**src/rtl/vga_pkg.sv**
```systemverilog
// Shared VGA-side definitions: frame geometry, the RGB444 pixel type,
// the loader FSM states and the 4-bit sample clamp.
package vga_pkg;

    localparam int H_ACTIVE = 640;
    localparam int V_ACTIVE = 480;

    typedef logic [11:0] rgb444_t;

    typedef enum logic {
        LOAD    = 1'b0,
        PENDING = 1'b1
    } load_state_t;

    // Saturate a sign-extended sample into the 0..15 grayscale range.
    function automatic logic [3:0] clamp4(input logic signed [31:0] s);
        logic [3:0] r;
        if (s < 0)
            r = 4'd0;
        else if (s > 32'sd15)
            r = 4'd15;
        else
            r = s[3:0];
        return r;
    endfunction

endpackage

```
**src/rtl/frame_dbuf.sv**
```systemverilog
// Double-buffered N x 4 frame store: one write port into the back buffer,
// one registered read port from the front buffer selected by sel.
module frame_dbuf #(
    parameter int N  = 196,
    parameter int AW = 8
) (
    input  logic          clk,
    input  logic          rst_n,
    input  logic          swap,
    input  logic          we,
    input  logic [AW-1:0] waddr,
    input  logic [3:0]    wdata,
    input  logic [AW-1:0] raddr,
    output logic [3:0]    rdata,
    output logic          sel
);

    logic [3:0] mem0 [N];
    logic [3:0] mem1 [N];

    // sel=0 displays mem0 and writes mem1; writes never touch the front buffer.
    always_ff @(posedge clk or negedge rst_n) begin
        if (!rst_n) begin
            sel   <= 1'b0;
            rdata <= 4'd0;
            for (int i = 0; i < N; i++) begin
                mem0[i] <= 4'd0;
                mem1[i] <= 4'd0;
            end
        end else begin
            if (swap)
                sel <= ~sel;
            if (we && sel)
                mem0[waddr] <= wdata;
            if (we && !sel)
                mem1[waddr] <= wdata;
            rdata <= sel ? mem1[raddr] : mem0[raddr];
        end
    end

endmodule

```
**src/rtl/pixel_grid_renderer.sv**
```systemverilog
// Streams a signed image into a double-buffered store and renders it as an
// upscaled grayscale window with a border; h/v to data latency is 2 cycles.
module pixel_grid_renderer
    import vga_pkg::*;
#(
    parameter int            GRID_W     = 14,
    parameter int            GRID_H     = 14,
    parameter int            SCALE      = 20,
    parameter int            X0         = 180,
    parameter int            Y0         = 100,
    parameter int            DATA_W     = 10,
    parameter int            BORDER_PX  = 5,
    parameter logic [11:0]   BG_RGB     = 12'hFFF,
    parameter logic [11:0]   BORDER_RGB = 12'hF00,
    parameter int            SWAP_LINE  = 480
) (
    input  logic              clk,
    input  logic              rst_n,
    input  logic [9:0]        h_cnt,
    input  logic [9:0]        v_cnt,
    input  logic              wr_valid,
    output logic              wr_ready,
    input  logic [DATA_W-1:0] wr_data,
    input  logic              wr_last,
    output logic              load_err,
    output logic              swap_pending,
    output logic [11:0]       data
);

    localparam int N     = GRID_W * GRID_H;
    localparam int AW    = $clog2(N);
    localparam int WIN_W = GRID_W * SCALE;
    localparam int WIN_H = GRID_H * SCALE;

    // Write handshake: a sample transfers on any cycle with wr_valid && wr_ready.
    load_state_t   state, state_n;
    logic [AW-1:0] cnt, cnt_n;
    logic          accept, swap, err_n;
    logic [3:0]    wr_val;
    logic signed [31:0] wr_ext;

    assign wr_ready     = rst_n && (state == LOAD);
    assign swap_pending = (state == PENDING);
    assign accept       = wr_valid && wr_ready;
    assign wr_ext       = {{(32-DATA_W){wr_data[DATA_W-1]}}, wr_data};
    assign wr_val       = clamp4(wr_ext);

    always_ff @(posedge clk or negedge rst_n) begin
        if (!rst_n) begin
            state    <= LOAD;
            cnt      <= '0;
            load_err <= 1'b0;
        end else begin
            state    <= state_n;
            cnt      <= cnt_n;
            load_err <= err_n;
        end
    end

    always_comb begin
        state_n = state;
        cnt_n   = cnt;
        swap    = 1'b0;
        err_n   = 1'b0;
        case (state)
            LOAD: begin
                if (accept) begin
                    err_n = (cnt == AW'(N-1)) != wr_last;
                    if (cnt == AW'(N-1))
                        state_n = PENDING;
                    else
                        cnt_n = cnt + 1'b1;
                end
            end
            PENDING: begin
                if (v_cnt == 10'(SWAP_LINE) && h_cnt == 10'd0) begin
                    swap    = 1'b1;
                    cnt_n   = '0;
                    state_n = LOAD;
                end
            end
            default: state_n = LOAD;
        endcase
    end

    // Region classification and block address from the raster position.
    int            hx, vy;
    logic          in_win, in_brd;
    logic [AW-1:0] raddr;

    always_comb begin
        hx     = int'({22'd0, h_cnt});
        vy     = int'({22'd0, v_cnt});
        in_win = (hx >= X0) && (hx < X0 + WIN_W) && (vy >= Y0) && (vy < Y0 + WIN_H);
        in_brd = (hx >= X0 - BORDER_PX) && (hx < X0 + WIN_W + BORDER_PX) &&
                 (vy >= Y0 - BORDER_PX) && (vy < Y0 + WIN_H + BORDER_PX);
        raddr  = '0;
        if (in_win)
            raddr = AW'((hx - X0) / SCALE + GRID_W * ((vy - Y0) / SCALE));
    end

    logic [3:0] rdata;
    logic       sel;
    logic       win_q, brd_q;

    frame_dbuf #(.N(N), .AW(AW)) u_dbuf (
        .clk   (clk),
        .rst_n (rst_n),
        .swap  (swap),
        .we    (accept),
        .waddr (cnt),
        .wdata (wr_val),
        .raddr (raddr),
        .rdata (rdata),
        .sel   (sel)
    );

    always_ff @(posedge clk or negedge rst_n) begin
        if (!rst_n) begin
            win_q <= 1'b0;
            brd_q <= 1'b0;
            data  <= 12'h000;
        end else begin
            win_q <= in_win;
            brd_q <= in_brd;
            if (win_q)
                data <= {rdata, rdata, rdata};
            else if (brd_q)
                data <= BORDER_RGB;
            else
                data <= BG_RGB;
        end
    end

endmodule

```
**config.mk**
```make
export PLATFORM = sky130hd
export DESIGN_NAME = pixel_grid_renderer
export DESIGN_NICKNAME = d
export VERILOG_FILES = /design/src/rtl/vga_pkg.sv /design/src/rtl/frame_dbuf.sv /design/src/rtl/pixel_grid_renderer.sv
export SDC_FILE = /design/constraint.sdc
export NUM_CORES = 2
export LEC_CHECK = 0
export CAP_MARGIN = 15
export CORE_MARGIN = 4
export CORE_UTILIZATION = 30
export DETAILED_ROUTE_END_ITERATION = 6
export HOLD_SLACK_MARGIN = 0.03
export SETUP_SLACK_MARGIN = 0.02
export SLEW_MARGIN = 5
export SYNTH_ARGS = -nofsm -noshare
export SYNTH_HDL_FRONTEND = slang
export SYNTH_SLANG_ARGS = --single-unit
```
**constraint.sdc**
```tcl
create_clock -name clk -period 2.4 [get_ports clk]
set_input_delay 0.24 -clock clk [delete_from_list [all_inputs] [get_ports clk]]
set_output_delay 0.24 -clock clk [all_outputs]
set_load 0.1 [all_outputs]
```
; After elaboration in Yosys (flattened, before gate mapping)
; Index checks and enable logic that the tools add are counted.
[word_totals]
reg_bits = 1597
inputBits = 34
out_inout_bits = 15
word_cells = 473
[op_classes]
add_sub_neg = 4
n_mul = 1
div_mod_pow = 2
order_cmp = 13
n_eq_ne = 6
mux = 28
bitwise_logic = 4
reduce_logical = 15
[ops]
columns = op, count
row1 = $bwmux W784, 2
row2 = $bmux W4 S8, 2
row3 = $div A32 B6 Y32 const B, 2
row4 = $lt A10 B9 Y1 const B, 4
row5 = $mux W8, 5
row6 = $demux W4 S8, 1
row7 = $mul A4 B32 Y7 const A, 1
row8 = $mux W4, 8
row9 = $ge A10 B7 Y1 const B, 2
row10 = $ge A10 B8 Y1 const B, 2
row11 = $ge A9 B9 Y1 const B, 2
row12 = $not A8 Y9, 2
row13 = $pmux W8 S2, 1
row14 = $logic_and A1 B1 Y1, 12
row15 = $mux W12, 1
row16 = $sub A10 B7 Y11 const B, 1
row17 = $sub A10 B8 Y11 const B, 1
row18 = $eq A10 B9 Y1 const B, 1
row19 = $gt A10 B5 Y1 const B, 1
row20 = $logic_not A10 Y1, 1
row21 = $lt A10 B1 Y1 const B, 1
row22 = $lt A9 B1 Y1 const B, 1
row23 = $add A8 B1 Y8 const B, 1
row24 = $add A8 B8 Y8, 1
row25 = 9 further kinds, 17

; Depth between registers and ports, before layout
[logic_depth]
ltp_word = 10
depth_mapped = 42
ltp_nobuf = 39

; By module
; A second synthesis with hierarchy kept.
[unflattened]
cells_unflattened = 5348
hier_area_um2 = 76952.6
[by_module_without_submodules]
columns = module, n_inst, cells_per_inst, area_per_inst_um2, seq_area_each_um2
row1 = frame_dbuf, 1, 4766, 72759.8, 39362.8
row2 = pixel_grid_renderer, 1, 582, 4192.8, 500.5

; Worst setup path before layout
; Ideal clock, no wire load.
[synth_path]
path_type = input-to-reg
startpoint = input v_cnt[4]
endpoint = register u_dbuf.rdata[0]
setup_time_ps = 71
arrival_time_ps = 7324
t_required_ps = 2329
path_slack_ps = -4995
path_stages = 39
path_buffers = 3
cell_sequence = buf_2 or3_1 clkbuf_1 o41ai_1 o21ai_0 a41oi_1 a21oi_1 a21oi_1 a2bb2oi_1 o211ai_1 o21ai_0 nand2_1 o31ai_1 nand2_1 nand3_1 inv_1 ha_1 nor2_1 [... 3 more ...] fa_1 inv_1 fa_1 ha_1 inv_1 o21bai_1 a21o_1 a21oi_1 xnor2_1 xnor2_1 xnor2_1 xnor2_1 xnor2_1 nand2_1 buf_4 o211ai_1 or4b_1 nand4_1
[synth_via]
elab_chain_cells = 10
word_cells_on_any_way = 17
cone_classes = add/sub: 2 / mul: 1 / div: 1 / order compare: 2 / mux: 8 / bitwise: 1 / reduce/logical: 2
[synth_lines]
columns = element, line_no
row1 = start: declaration, pixel_grid_renderer.sv:20  ; input logic [9:0] v_cnt,
row2 = $sub A10 B7 Y11, pixel_grid_renderer.sv:99  ; raddr = AW'((hx - X0) / SCALE + GRID_W * ((vy - Y0) / SCALE));
row3 = $div A32 B6 Y32, pixel_grid_renderer.sv:99
row4 = $mul A4 B32 Y7, pixel_grid_renderer.sv:99
row5 = $add A8 B8 Y8, pixel_grid_renderer.sv:99
row6 = $mux W8 *, pixel_grid_renderer.sv:98  ; if (in_win)
row7 = $not A8 Y9 (implied by the code) *, frame_dbuf.sv:37  ; rdata <= sel ? mem1[raddr] : mem0[raddr];
row8 = $bmux W4 S8, frame_dbuf.sv:37
row9 = $mux W4 (implied by the code) (2 in series), frame_dbuf.sv:37
row10 = $mux W4 *, frame_dbuf.sv:37
row11 = end signal: assignment, frame_dbuf.sv:37
row12 = end: declaration, frame_dbuf.sv:14  ; output logic [3:0] rdata,
; Mark *: on every way between the ends. The rest lies on a longest branch, timed or not. The select of a mux whose other input is x is not followed.
; A chain may end at the register's enable or synchronous reset.

; Worst setup path after layout
[layout_path]
startpoint = input v_cnt[2]
endpoint = register u_dbuf.rdata[1]
; Same word-level chain as after synthesis.

==> run_results.csv <==
group,metric,value,unit
run_status,status,"finished with violations",
run_status,violations,"DRC, setup timing",
sta,finalWorstPathRequiredPeriod,6.681,ns
die,num_rows,185,
synthesis,syn_area,76550,sq um
worst_setup_path,cp_common_cell,"buf_4",
grt,antenna_found_initial,16,
cells_and_area,area_growth,30.95,%
die,die_w,513.1,um
placement,port_buffers,48,
flow_run,cap_violations,0,
synthesis,synthFlopType,"dfrtp_1",
sta,slew_headroom,0.1474,
clocking,cts_buffers,172,
worst_setup_path,r2r_cells,8,
synthesis,synth_xor_area_frac,0.006195,
synthesis,synth_edf_count,0,
drt,drtPass1Iterations,7,
worst_setup_path,critPathMaxStageDelay,0.57,ns
drt,routedWlPerCell,27.96,um
power,p_per_area,918.9,nW/um^2
placement,hpwl,244300,um
sta,grt_setup_unrepaired,"true",
sta,finalWorstSetupSlack,-4.281,ns
worst_setup_path,startpoint_type,"input pin",
synthesis,synth_commonest_cells,"nand2_1 (1788), dfrtp_1 (1593), o21ai_0 (1163)",
synthesis,yosys_warnings,0,
worst_setup_path,cp.required,3.11,ns
cells_and_area,final_util,0.3948,
die,dieArea,263300,sq um
synthesis,yosysMostFrequentCell,"nand2_1",
worst_setup_path,reg2reg_from,"u_dbuf.mem1[280]",
drt,vias,68774,
worst_setup_path,r2r_end,"u_dbuf.rdata[0]",
sta,finalClockSkew,0.03809,ns
grt,grt_use_total,0.2515,
sta,maxSlewViolCount,0,
worst_setup_path,cp_max_fo,7,
synthesis,synthMuxAreaShare,0.1291,
synthesis,synth_top_family_by_area,"compound AO/OA/AOI/OAI gates",
synthesis,synthSimpleGateAreaFrac,0.1348,
sta,hold_violations,0,
die,pin_count,49,
cells_and_area,drive_gt1_frac,0.2888,
clocking,cts_buffer_depth,3,
placement,routabilityCongestion,1.058,
clocking,cts_tree,"yes",
drt,drtAntennaViolNets,0,
synthesis,synth_area_leaders,"dfrtp_1 (52%), mux2_2 (9.0%), nand2_1 (8.8%)",
clocking,path_clk_slew,0.07,ns
clocking,htree_num_levels,4,
power,fin_total_pwr,92.11,mW
grt,grt_pass1_wl,489700,um
placement,place_inst,11839,
synthesis,async_reset_ff_frac,1.000,
die,core,253900,sq um
worst_hold_path,hold_class,"in2async",
grt,grt_max_degree,171,
clocking,cts.sinks,1593,
grt,grt_pass1_vias,67450,
synthesis,synth_seq_cells,1593,
worst_setup_path,crit_arrival,7.39,ns
sta,fmax,149.7,MHz
cells_and_area,fin_cells,12214,
sta,hold_slack,0.07877,ns
clocking,clock-root-buffer,"clkbuf_16",
worst_setup_path,criticalPathCategory,"in2reg",
synthesis,postSynthAreaPerCell,9.800,sq um
synthesis,synth_adder_area_share,0.006996,
worst_setup_path,reg2reg_setup_slack,-0.16,ns
die,die-height,513.1,um
worst_setup_path,cp_slowest_cell,"fa_1",
drt,viasPerCell,5.631,
die,initial_utilization,0.3015,
clocking,insertion_delay,0.86,ns
synthesis,synthCells,7811,
power,static-leakage-power,44.28,nW
synthesis,yosys.cell_types.count,106,
drt,routed_wl,341500,um
worst_setup_path,setup.worst_path.end_class,"register",
synthesis,synth_area_leader_cell,"dfrtp_1",
sta,fin_crit_sh,2.784,
power,ir_drop,0.0009302,V
drt,post-route-drc-count,2,
drt,drt_iter0_drc,8201,
sta,finalSetupViolCount,6,
grt,overflow,0,
cells_and_area,nNetsFinal,8779,
synthesis,yosysSeqAreaShare,0.5207,
synthesis,synth-compound-area-share,0.1694,
synthesis,synth.top_cell.area_share,0.5207,
synthesis,synth.net_count,7884,
sta,worst_pin_slew,1.279,ns
-- per-stage QoR --
stage	cell area (sq um)	setup TNS [ns]	setup WS (ns)
2_1_floorplan	79310	-431.25	-4.555
3_3_place_gp	92310	-47.97	-6.316
3_5_place_dp	92310	-49.73	-6.315
4_1_cts	99140	-16.72	-4.234
5_1_grt	100200	-18.53	-4.523
6_report	100200	-17.01	-4.281
-- final cells by class --
cell class                      count  area (sq um)
Antenna cell                       11         27.53
Multi-Input combinational cell   5633         38040
Tap cell                         3366          4212
Clock inverter                     58         868.3
Fill cell                       24459        153700
Timing Repair Buffer             1262         11980
Sequential cell                  1593         39870
Inverter                           44         192.7
Clock buffer                      247          5047
-- timing repair --
action	CTS	global route
endpoints found under the hold margin	579	0
resized for setup	186	200
buffers inserted	30	28
setup endpoints to repair	78	244
hold buffers	3	0
cloned	0	3
pin swaps	83	100
-- flip-flops by register name, summed over array words and instances, names as in the netlist --
| signal | flops |
|---|---|
| brd_q | 1 |
| data | 8 |
| win_q | 1 |
| u_dbuf.rdata | 4 |
| u_dbuf.sel | 1 |
| cnt | 8 |
| swap_pending | 1 |
| u_dbuf.mem1 | 784 |
| load_err | 1 |
| u_dbuf.mem0 | 784 |
-- cells by family (layout without fill, tap and decap cells) --
group / count (synthesis) / after routing
buffers and inverters: 585 / 1611
and+or+nand+nor: 2524 / 2524
xor gates and xnor gates: 49 / 49
adders and majority gates: 40 / 40
AOI/OAI and AO/OA: 2117 / 2117
other: 0 / 11
DFF: 1593 / 1593
muxes: 903 / 903
-- how the worst max path moves through the flow --
| stage | startpoint | end | slack (ns) | depth (start not counted) |
|---|---|---|---|---|
| 2_1_floorplan | v_cnt[4] | u_dbuf.rdata[0] | -4.55 | 40 |
| 3_3_place_gp | v_cnt[3] | u_dbuf.rdata[3] | -6.32 | 38 |
| 3_5_place_dp | v_cnt[3] | u_dbuf.rdata[3] | -6.32 | 37 |
| 4_1_cts | v_cnt[3] | u_dbuf.rdata[0] | -4.23 | 43 |
| 5_1_grt | v_cnt[4] | u_dbuf.rdata[0] | -4.52 | 38 |
| 6_report | v_cnt[2] | u_dbuf.rdata[1] | -4.28 | 42 |
-- critical path: cells and delay by family --
kind | cells | cell delay (ns)
compound gates | 13 | 2.16
fa+ha+maj | 6 | 1.74
buf+inv | 11 | 1.32
xor+xnor | 6 | 1.05
simple gates | 6 | 0.88
-- power by group --
| group | total (mW) | internal, mW | switching [mW] |
|---|---|---|---|
| clock network | 28.0 | 16.1 | 11.9 |
| registers | 26.9 | 26.9 | 0.0505 |
| logic | 37.2 | 13.0 | 24.2 |
| total | 92.1 | 56.0 | 36.1 |
-- placed cells by master (no fill, tap or decap), drive strengths merged, types with 16 or more instances in the layout --
cell type	count
dfrtp	1593
o221ai	66
a311oi	22
a2111oi	16
nand4	24
clkbuf	251
and2	30
nand2	1788
xor2	18
a211oi	60
a221o	30
and3	59
o2111ai	35
nand3	179
buf	1230
nor2	323
o22ai	41
clkdlybuf4s50	22
clkinv	35
mux2i	275
inv	49
a21o	19
mux2	623
xnor2	31
a32oi	20
o211ai	38
a21oi	216
a31oi	92
a221oi	110
o21ai	1174
ha	34
a22oi	28
nor3	52
-- layer usage --
layer / GRT usage / part of all wire / up-vias
met5: 0 / 0.000091 / -
li1: - / - / 29600
met3: 0.07360 / 0.11 / 933
met1: 0.3271 / 0.40 / 34596
met4: 0.1493 / 0.071 / 4
met2: 0.3702 / 0.42 / 3641
Power figures use the tool's default switching activity.
